==> src/rtl/vga_block_render_pkg.sv <==
// vga_block_render_pkg: shared timing defaults, cell geometry, cell state codes and colours
package vga_block_render_pkg;
    localparam int H_ACT_DEF = 640;
    localparam int H_FP_DEF = 16;
    localparam int H_SYNC_DEF = 96;
    localparam int H_BP_DEF = 48;
    localparam int V_ACT_DEF = 480;
    localparam int V_FP_DEF = 10;
    localparam int V_SYNC_DEF = 2;
    localparam int V_BP_DEF = 33;
    localparam int CELL = 32;
    localparam int CELL_BITS = $clog2(CELL);
    localparam int GRID_W = 20;
    localparam int GRID_H = 15;

    typedef enum logic [3:0] {
        ST_EMPTY = 4'd0,
        ST_BODY = 4'd1,
        ST_HEAD = 4'd2,
        ST_FOOD = 4'd3,
        ST_WALL = 4'd4
    } cell_state_t;

    localparam logic [11:0] RGB_BLACK = 12'h000;
    localparam logic [11:0] RGB_BODY = 12'h0C0;
    localparam logic [11:0] RGB_HEAD = 12'hFF0;
    localparam logic [11:0] RGB_FOOD = 12'hF00;
    localparam logic [11:0] RGB_WALL = 12'h888;
    localparam logic [11:0] RGB_OTHER = 12'hF0F;
    localparam logic [11:0] RGB_GRID = 12'h333;
    localparam logic [11:0] RGB_WHITE = 12'hFFF;

    function automatic logic [11:0] cell_rgb(input logic [3:0] s);
        return s == ST_EMPTY ? RGB_BLACK :
               s == ST_BODY  ? RGB_BODY  :
               s == ST_HEAD  ? RGB_HEAD  :
               s == ST_FOOD  ? RGB_FOOD  :
               s == ST_WALL  ? RGB_WALL  : RGB_OTHER;
    endfunction
endpackage

==> src/rtl/vga_block_render_if.sv <==
// vga_block_render_if: cell address out to the grid register, cell state back
interface vga_block_render_if;
    logic [4:0] xBlockNum;
    logic [4:0] yBlockNum;
    logic [3:0] BlockState;
    modport master (output xBlockNum, yBlockNum, input BlockState);
    modport slave (input xBlockNum, yBlockNum, output BlockState);
endinterface

==> src/rtl/vga_block_render_timing.sv <==
// vga_timing: pixel-rate divider, h/v scan counters, raw sync and active-area flag
module vga_timing
    import vga_block_render_pkg::*;
#(
    parameter int CLK_DIV = 4,
    parameter int H_ACT = H_ACT_DEF,
    parameter int H_FP = H_FP_DEF,
    parameter int H_SYNC = H_SYNC_DEF,
    parameter int H_BP = H_BP_DEF,
    parameter int V_ACT = V_ACT_DEF,
    parameter int V_FP = V_FP_DEF,
    parameter int V_SYNC = V_SYNC_DEF,
    parameter int V_BP = V_BP_DEF
) (
    input  logic       clk,
    input  logic       rst,
    output logic       pix_en,
    output logic       line_end,
    output logic [9:0] hcnt,
    output logic [9:0] vcnt,
    output logic       active,
    output logic       hs_raw,
    output logic       vs_raw
);
    localparam int DW = $clog2(CLK_DIV);
    localparam int H_TOT = H_ACT + H_FP + H_SYNC + H_BP;
    localparam int V_TOT = V_ACT + V_FP + V_SYNC + V_BP;

    logic [DW-1:0] div;
    logic h_last, v_last;

    assign pix_en = div == DW'(CLK_DIV - 1);
    assign h_last = hcnt == 10'(H_TOT - 1);
    assign v_last = vcnt == 10'(V_TOT - 1);
    assign line_end = pix_en && h_last;
    assign active = hcnt < 10'(H_ACT) && vcnt < 10'(V_ACT);
    assign hs_raw = !(hcnt >= 10'(H_ACT + H_FP) && hcnt < 10'(H_ACT + H_FP + H_SYNC));
    assign vs_raw = !(vcnt >= 10'(V_ACT + V_FP) && vcnt < 10'(V_ACT + V_FP + V_SYNC));

    // divider runs every clk; counters step once per pixel, vcnt at line wrap
    always_ff @(posedge clk or negedge rst) begin
        if (!rst) begin
            div <= '0;
            hcnt <= '0;
            vcnt <= '0;
        end else begin
            div <= pix_en ? '0 : div + 1'b1;
            if (pix_en) hcnt <= h_last ? '0 : hcnt + 1'b1;
            if (line_end) vcnt <= v_last ? '0 : vcnt + 1'b1;
        end
    end
endmodule

==> src/rtl/vga_block_render.sv <==
// vga_block_render: scans the screen, fetches cell state per pixel and paints 32x32 cells
module vga_block_render
    import vga_block_render_pkg::*;
#(
    parameter int CLK_DIV = 4,
    parameter int H_ACT = H_ACT_DEF,
    parameter int H_FP = H_FP_DEF,
    parameter int H_SYNC = H_SYNC_DEF,
    parameter int H_BP = H_BP_DEF,
    parameter int V_ACT = V_ACT_DEF,
    parameter int V_FP = V_FP_DEF,
    parameter int V_SYNC = V_SYNC_DEF,
    parameter int V_BP = V_BP_DEF
) (
    input  logic                clk,
    input  logic                rst,
    vga_block_render_if.master  grid,
    input  logic                over,
    input  logic                grid_en,
    output logic                hs,
    output logic                vs,
    output logic [3:0]          r,
    output logic [3:0]          g,
    output logic [3:0]          b,
    output logic                video_on,
    output logic                frame_tick
);
    logic pix_en, line_end, active, hs_raw, vs_raw, on_grid;
    logic [9:0] hcnt, vcnt;
    logic [11:0] rgb_n;

    vga_timing #(
        .CLK_DIV(CLK_DIV), .H_ACT(H_ACT), .H_FP(H_FP), .H_SYNC(H_SYNC), .H_BP(H_BP),
        .V_ACT(V_ACT), .V_FP(V_FP), .V_SYNC(V_SYNC), .V_BP(V_BP)
    ) u_timing (
        .clk(clk), .rst(rst), .pix_en(pix_en), .line_end(line_end), .hcnt(hcnt), .vcnt(vcnt),
        .active(active), .hs_raw(hs_raw), .vs_raw(vs_raw)
    );

    assign grid.xBlockNum = active ? hcnt[9:CELL_BITS] : '0;
    assign grid.yBlockNum = active ? vcnt[9:CELL_BITS] : '0;
    assign on_grid = grid_en && (hcnt[CELL_BITS-1:0] == '0 || vcnt[CELL_BITS-1:0] == '0);

    // colour priority: blanking, then game-over, then grid lines, then the cell map
    always_comb begin
        rgb_n = !active ? RGB_BLACK :
                over    ? (grid.BlockState == ST_HEAD ? RGB_WHITE : RGB_FOOD) :
                on_grid ? RGB_GRID : cell_rgb(grid.BlockState);
    end

    // output stage registers the current pixel, so outputs trail the counters by one pixel
    always_ff @(posedge clk or negedge rst) begin
        if (!rst) begin
            hs <= 1'b1;
            vs <= 1'b1;
            video_on <= 1'b0;
            {r, g, b} <= '0;
            frame_tick <= 1'b0;
        end else begin
            frame_tick <= line_end && vcnt == 10'(V_ACT - 1);
            if (pix_en) begin
                hs <= hs_raw;
                vs <= vs_raw;
                video_on <= active;
                {r, g, b} <= rgb_n;
            end
        end
    end
endmodule

==> src/flat_wrapper.sv <==
// flat-port wrapper written by rule: the top's interface ports become plain ports
module vga_block_render_flat import vga_block_render_pkg::*;
#(
    parameter int CLK_DIV = 4,
    parameter int H_ACT = H_ACT_DEF,
    parameter int H_FP = H_FP_DEF,
    parameter int H_SYNC = H_SYNC_DEF,
    parameter int H_BP = H_BP_DEF,
    parameter int V_ACT = V_ACT_DEF,
    parameter int V_FP = V_FP_DEF,
    parameter int V_SYNC = V_SYNC_DEF,
    parameter int V_BP = V_BP_DEF
)
  (clk, rst, over, grid_en, hs, vs, r, g, b, video_on, frame_tick, grid_xBlockNum, grid_yBlockNum, grid_BlockState);
  vga_block_render_if grid_i ();
  input  logic clk;
  input  logic rst;
  input  logic over;
  input  logic grid_en;
  output logic hs;
  output logic vs;
  output logic [3:0] r;
  output logic [3:0] g;
  output logic [3:0] b;
  output logic video_on;
  output logic frame_tick;
  output wire logic [$bits(grid_i.xBlockNum)-1:0] grid_xBlockNum;
  output wire logic [$bits(grid_i.yBlockNum)-1:0] grid_yBlockNum;
  input wire logic [$bits(grid_i.BlockState)-1:0] grid_BlockState;
  assign grid_xBlockNum = grid_i.xBlockNum;
  assign grid_yBlockNum = grid_i.yBlockNum;
  assign grid_i.BlockState = grid_BlockState;
  vga_block_render #(.CLK_DIV(CLK_DIV), .H_ACT(H_ACT), .H_FP(H_FP), .H_SYNC(H_SYNC), .H_BP(H_BP), .V_ACT(V_ACT), .V_FP(V_FP), .V_SYNC(V_SYNC), .V_BP(V_BP)) u_core (.clk(clk), .rst(rst), .grid(grid_i), .over(over), .grid_en(grid_en), .hs(hs), .vs(vs), .r(r), .g(g), .b(b), .video_on(video_on), .frame_tick(frame_tick));
endmodule
==> config.mk <==
export PLATFORM = sky130hd
export DESIGN_NAME = vga_block_render_flat
export DESIGN_NICKNAME = d
export VERILOG_FILES = /design/src/rtl/vga_block_render_pkg.sv /design/src/rtl/vga_block_render_if.sv /design/src/rtl/vga_block_render_timing.sv /design/src/rtl/vga_block_render.sv /design/src/flat_wrapper.sv
export SDC_FILE = /design/constraint.sdc
export NUM_CORES = 1
export LEC_CHECK = 0
export ABC_AREA = 1
export CAP_MARGIN = 10
export CORE_MARGIN = 8
export CORE_UTILIZATION = 30
export CTS_BUF_LIST = sky130_fd_sc_hd__clkbuf_2
export CTS_CLUSTER_DIAMETER = 40
export DETAILED_ROUTE_END_ITERATION = 6
export SYNTH_ARGS = -nofsm -noshare
export SYNTH_HDL_FRONTEND = slang
export SYNTH_SLANG_ARGS = --single-unit
==> constraint.sdc <==
create_clock -name clk -period 3 [get_ports clk]
set_input_delay 0.45 -clock clk [delete_from_list [all_inputs] [get_ports clk]]
set_output_delay 0.45 -clock clk [all_outputs]
set_load 0.005 [all_outputs]
* Word-level counts from Yosys, hierarchy flattened
Index checks and enable logic that the tools add are counted.
Word-level totals: output and inout bits 26, word-level logic and storage cells 53, input bits 8, register bits 38
Cells by class: reductions and logical operators 12, add/sub/neg operators 3, multiplexer cells 14, equal/unequal tests 8, $lt $le $gt $ge 6
Operators by type and width (number):
- $mux W12 | 7
- $add A10 B1 Y10 const B | 2
- $eq A10 B10 Y1 const B | 2
- $lt A10 B10 Y1 const B | 2
- $lt A10 B9 Y1 const B | 2
- $mux W10 | 2
- $mux W11 | 1
- $eq A10 B9 Y1 const B | 1
- $ge A10 B10 Y1 const B | 1
- $ge A10 B9 Y1 const B | 1
- $logic_not A5 Y1 | 2
- $mux W5 | 2
- $eq A4 B2 Y1 const B | 2
- $mux W8 | 1
- $logic_and A1 B1 Y1 | 6
- $eq A4 B1 Y1 const B | 1
- $eq A4 B3 Y1 const B | 1
- $logic_not A4 Y1 | 1
- $add A2 B1 Y2 const B | 1
- $eq A2 B2 Y1 const B | 1
- $logic_not A1 Y1 | 2
- $mux W2 | 1
- $logic_or A1 B1 Y1 | 1

* Logic depth before layout (Yosys ltp)
word-level depth 9, depth in mapped cells 8, mapped depth without buffers 8

* Modules after synthesis
Synthesis repeated with hierarchy kept, for this count alone.
Second synthesis, totals: cell total of the unflattened synthesis 270, area total of the unflattened synthesis 2035.7 um^2
Modules (own cells, without submodules):
- vga_timing | instances 1, area an instance 1261.2 um^2, seq. area each 550.5 um^2, cells an instance 160
- vga_block_render | instances 1, area an instance 774.5 um^2, seq. area each 327.8 um^2, cells an instance 110

* Worst setup path after synthesis
Ideal clock, no wire load.
path kind flip-flop to output port, from register u_core.u_timing.vcnt[5], to output grid_xBlockNum[0], stages on the path, launching flop included 6, arrival 941 ps, required time 2550 ps, path buffers 0, setup slack 1609 ps, cells stage by stage dfrtp_1 nand2_1 nor2_2 inv_1 nand2_1 nor2_1
On the way: word-level cells in the longest chain between the ends 3
Ends and longest elaborated chain:
- from (decl) | line vga_block_render_timing.sv:20 | output logic [9:0] vcnt,
- from (signal assigned) | line vga_block_render_timing.sv:49 | if (line_end) vcnt <= v_last ? '0 : vcnt + 1'b1;
- $lt A10 B9 Y1 | line vga_block_render_timing.sv:36 | assign active = hcnt < 10'(H_ACT) && vcnt < 10'(V_ACT);
- $logic_and A1 B1 Y1 | line vga_block_render_timing.sv:36
- $mux W5 | line vga_block_render.sv:40 | assign grid.xBlockNum = active ? hcnt[9:CELL_BITS] : '0;
- to (decl) | line flat_wrapper.sv:27 | output wire logic [$bits(grid_i.xBlockNum)-1:0] grid_xBlockNum;
Every way passes these cells.

* Worst setup path in the final report
from register u_core.u_timing.hcnt[9], to output grid_yBlockNum[0]
On the way: word-level cells in the longest chain between the ends 3
Ends and longest elaborated chain:
- from (decl) | line vga_block_render_timing.sv:19 | output logic [9:0] hcnt,
- from (signal assigned) | line vga_block_render_timing.sv:48 | if (pix_en) hcnt <= h_last ? '0 : hcnt + 1'b1;
- $lt A10 B10 Y1 | line vga_block_render_timing.sv:36
- $logic_and A1 B1 Y1 | line vga_block_render_timing.sv:36
- $mux W5 | line vga_block_render.sv:41 | assign grid.yBlockNum = active ? vcnt[9:CELL_BITS] : '0;
- to (decl) | line flat_wrapper.sv:28 | output wire logic [$bits(grid_i.yBlockNum)-1:0] grid_yBlockNum;
Every way passes these cells.

==> out/summary.txt <==
post-cts sizing count -> 0
Worst setup SP type -> register
largest net degree at the start of global routing -> 36
total gr overflow -> 0
htree depth -> 2
Die H -> 98.1 um
Worst-Skew Late Latency -> 0.38 ns
Sw Ratio -> 24.5%
row count -> 30
initial core utilization -> 30.4%
initial antenna violation count -> 0
Post-synth top cells -> nand2_1 (68), nor2_1 (42), inv_1 (40)
hold buffers post-CTS -> 0
post-synthesis xor/xnor area fraction -> 1.73%
Data arrival, critical path -> 2.04 ns
final hold violation count -> 0
Synth Register Bits -> 35
final worst setup slack -> 0.509 ns
via count -> 1,770
Die W -> 98.1 um
CTS Buf Count -> 5
Post-Syn Area -> 2020 sq um
Setup Viol. Count Final -> 0
Seq pwr share -> 62.9%
Avg WL per Cell -> 11.8 um
port bufs -> 32
R2R setup slack -> 1.00 ns
1st-pass router iterations -> 4
Power Total -> 0.000771 W
CTS clk-pin slew, worst paths -> 0.19 ns
status -> finished clean
Detailed Route WL -> 4610 um
P_int -> 0.000582 W
final period utilization -> 83.0%
final core occ -> 36.6%
Critical Path End Type -> primary output
Worst Clk Skew -> 0.0294 ns
Post-Syn Nets -> 291
ratio of cells with drive above 1 in the final layout -> 6.75%
Detail Route Antenna Nets -> 0
Tmin final -> 2.49 ns
maxcap violations -> 0
Core Area -> 6640 sq um
top_reg_cell synth -> dfrtp_1
critical path type -> reg -> out
Reg2Reg Depth -> 6
mux cell area share after synthesis -> 0%
first-pass GRT wire length -> 8140 um
sequential share of the synthesized area -> 43.4%
Setup crit end -> grid_yBlockNum[0]
clock sink count -> 35
hpwl dp -> 3520 um
Hold WS -> 0.439 ns
net switching power -> 0.000189 W
Worst EP required -> 2.55 ns
diode count -> 0
Critical R2R Capture -> u_core.u_timing.vcnt[3]$_DFFE_PN0P_
Clock Tree Buf Depth -> 2
Peak VDD IR -> 0.0948 mV
Gate Count Post-Synth -> 278
vias in the first global route -> 1,712
GRT Util Overall -> 10.3%
die footprint -> 9620 sq um
area share of the largest cell type after synthesis -> 40.8%
Critical Path Fanout Max -> 9
Ports -> 34
setup repair after global routing missed its margin -> false
Worst Hold Class -> reg -> reg
root buffer cell -> clkbuf_2
leading area contributor after synthesis -> dfrtp_1
PD cells -> 317 nW/um^2
top-count cell post-synth -> nand2_1
Syn Area/Cell -> 7.27 sq um
DR vias/cell -> 4.53
CTS tree -> built
setup TNS -> 0 ns
Synth Area in Compound Gates -> 5.20%
P_leak -> 1.14 nW
Async SR Flop Fraction -> 100%
Initial DRC Count -> 76
Placement Setup Slack -> 0.931 ns
nets -> 323
Yosys cell types -> 25
EDFF count, synth -> 0
Pins Over Slew Limit -> 0
WHS Path Cells -> 1
adder-cell area share of the yosys netlist -> 3.09%
Post-CTS Setup Bufs -> 0
Crit. Startpoint -> u_core.u_timing.hcnt[9]$_DFFE_PN0P_
drc violations -> 0
combinational power share -> 8.2%
GP Congestion -> 0.854
top post-synthesis cells by area -> dfrtp_1 (41%), nand2_1 (13%), nor2_1 (7.8%)
worst reg2reg startpoint -> u_core.u_timing.div[0]$_DFF_PN0_
Clock power frac -> 28.9%
f_max -> 401 MHz
FILL cells -> 700
largest family of logic cells by synthesized area -> simple AND/OR/NAND/NOR gates
Simple-Gate Fraction of Synth Area -> 36.1%
Layout area overhead -> 20.3%
Synth Warn # -> 0
==> state kept, by name, summed over array words and instances (netlist names) <==
name and flops:
u_core.b 3, u_core.hs 1, u_core.u_timing.vcnt 10, u_core.frame_tick 1, u_core.r 3, u_core.video_on 1, u_core.vs 1, u_core.g 3
u_core.u_timing.hcnt 10, u_core.u_timing.div 2
==> logic make-up after synthesis <==
kind of cell / count (synthesis)
AO/OA/AOI/OAI: 21
XOR/XNOR: 4
adder cells (fa/ha/maj): 5
buffers and inverters: 48
flip-flops: 35
other: 1
AND/OR/NAND/NOR: 164
==> metrics by stage <==
stage | cells | area, sq um
floorplan | 278 | 2020
global placement | 383 | 2390
detailed placement | 383 | 2390
CTS | 391 | 2430
global route | 391 | 2430
finish | 391 | 2430
==> layout by cell type, fill, tap and decap left out, types with 3 or more instances in the layout <==
| cell type | count |
|---|---|
| nor2_1 | 42 |
| inv_1 | 40 |
| nand2_1 | 68 |
| o21ai_1 | 3 |
| clkdlybuf4s50_1 | 32 |
| nor3_1 | 7 |
| xor2_1 | 4 |
| ha_1 | 5 |
| nand4_1 | 7 |
| clkbuf_2 | 8 |
| nor2_2 | 5 |
| dfrtp_1 | 33 |
| o21ai_0 | 16 |
| nand3_1 | 28 |
==> power by group through the flow <==
stage	logic [W]	clock network [W]	registers, W
after CTS	0.0000649	0.000237	0.000486
final	0.0000630	0.000223	0.000485
after global routing	0.0000715	0.000257	0.000487
after detailed placement	0.0000647	0	0.000494
after global placement	0.0000642	0	0.000494
after floorplan	0.0000217	0	0.000494
==> area by class of cell <==
type	instances	area [sq um]	share of cell area, %
clock buffers	8	40.0	1.65
inverters	40	150	6.17
multi-input cells	195	936	38.5
flip-flops and latches	35	878	36.1
well taps	80	100	4.12
repair buffers	33	328	13.5
==> critical path: stages, from the launching register on <==
cell,delay (ns)
dfrtp_1,0.45
nand2_1,0.14
nand2_1,0.06
nor2_1,0.11
nand2_1,0.22
nor2_1,0.16
clkdlybuf4s50_1,0.52
==> routing by layer <==
layer / routed length [um] / up-vias / share of wire, % / global-route usage [%]
met5: 0 / - / 0 / 0
met4: 60 / 0 / 1.3 / 3.24
met3: 175 / 7 / 3.8 / 2.84
met2: 2360 / 24 / 51 / 17.7
met1: 2010 / 804 / 44 / 12.0
li1: - / 935 / - / -
==> worst min-delay path by stage <==
| stage | from | to | slack [ns] |
|---|---|---|---|
| 4_1_cts | u_core.u_timing.div[0]$_DFF_PN0_ | u_core.u_timing.div[0]$_DFF_PN0_ | 0.44 |
| 5_1_grt | rst | u_core.u_timing.vcnt[4]$_DFFE_PN0P_ | 0.46 |
| 3_3_place_gp | u_core.u_timing.div[0]$_DFF_PN0_ | u_core.u_timing.div[0]$_DFF_PN0_ | 0.41 |
| 6_report | u_core.u_timing.div[0]$_DFF_PN0_ | u_core.u_timing.div[0]$_DFF_PN0_ | 0.44 |
| 2_1_floorplan | rst | u_core.b[1]$_DFFE_PN0P_ | 0.15 |
| 3_5_place_dp | u_core.u_timing.div[0]$_DFF_PN0_ | u_core.u_timing.div[0]$_DFF_PN0_ | 0.42 |
(Power assumes the default switching activity.)
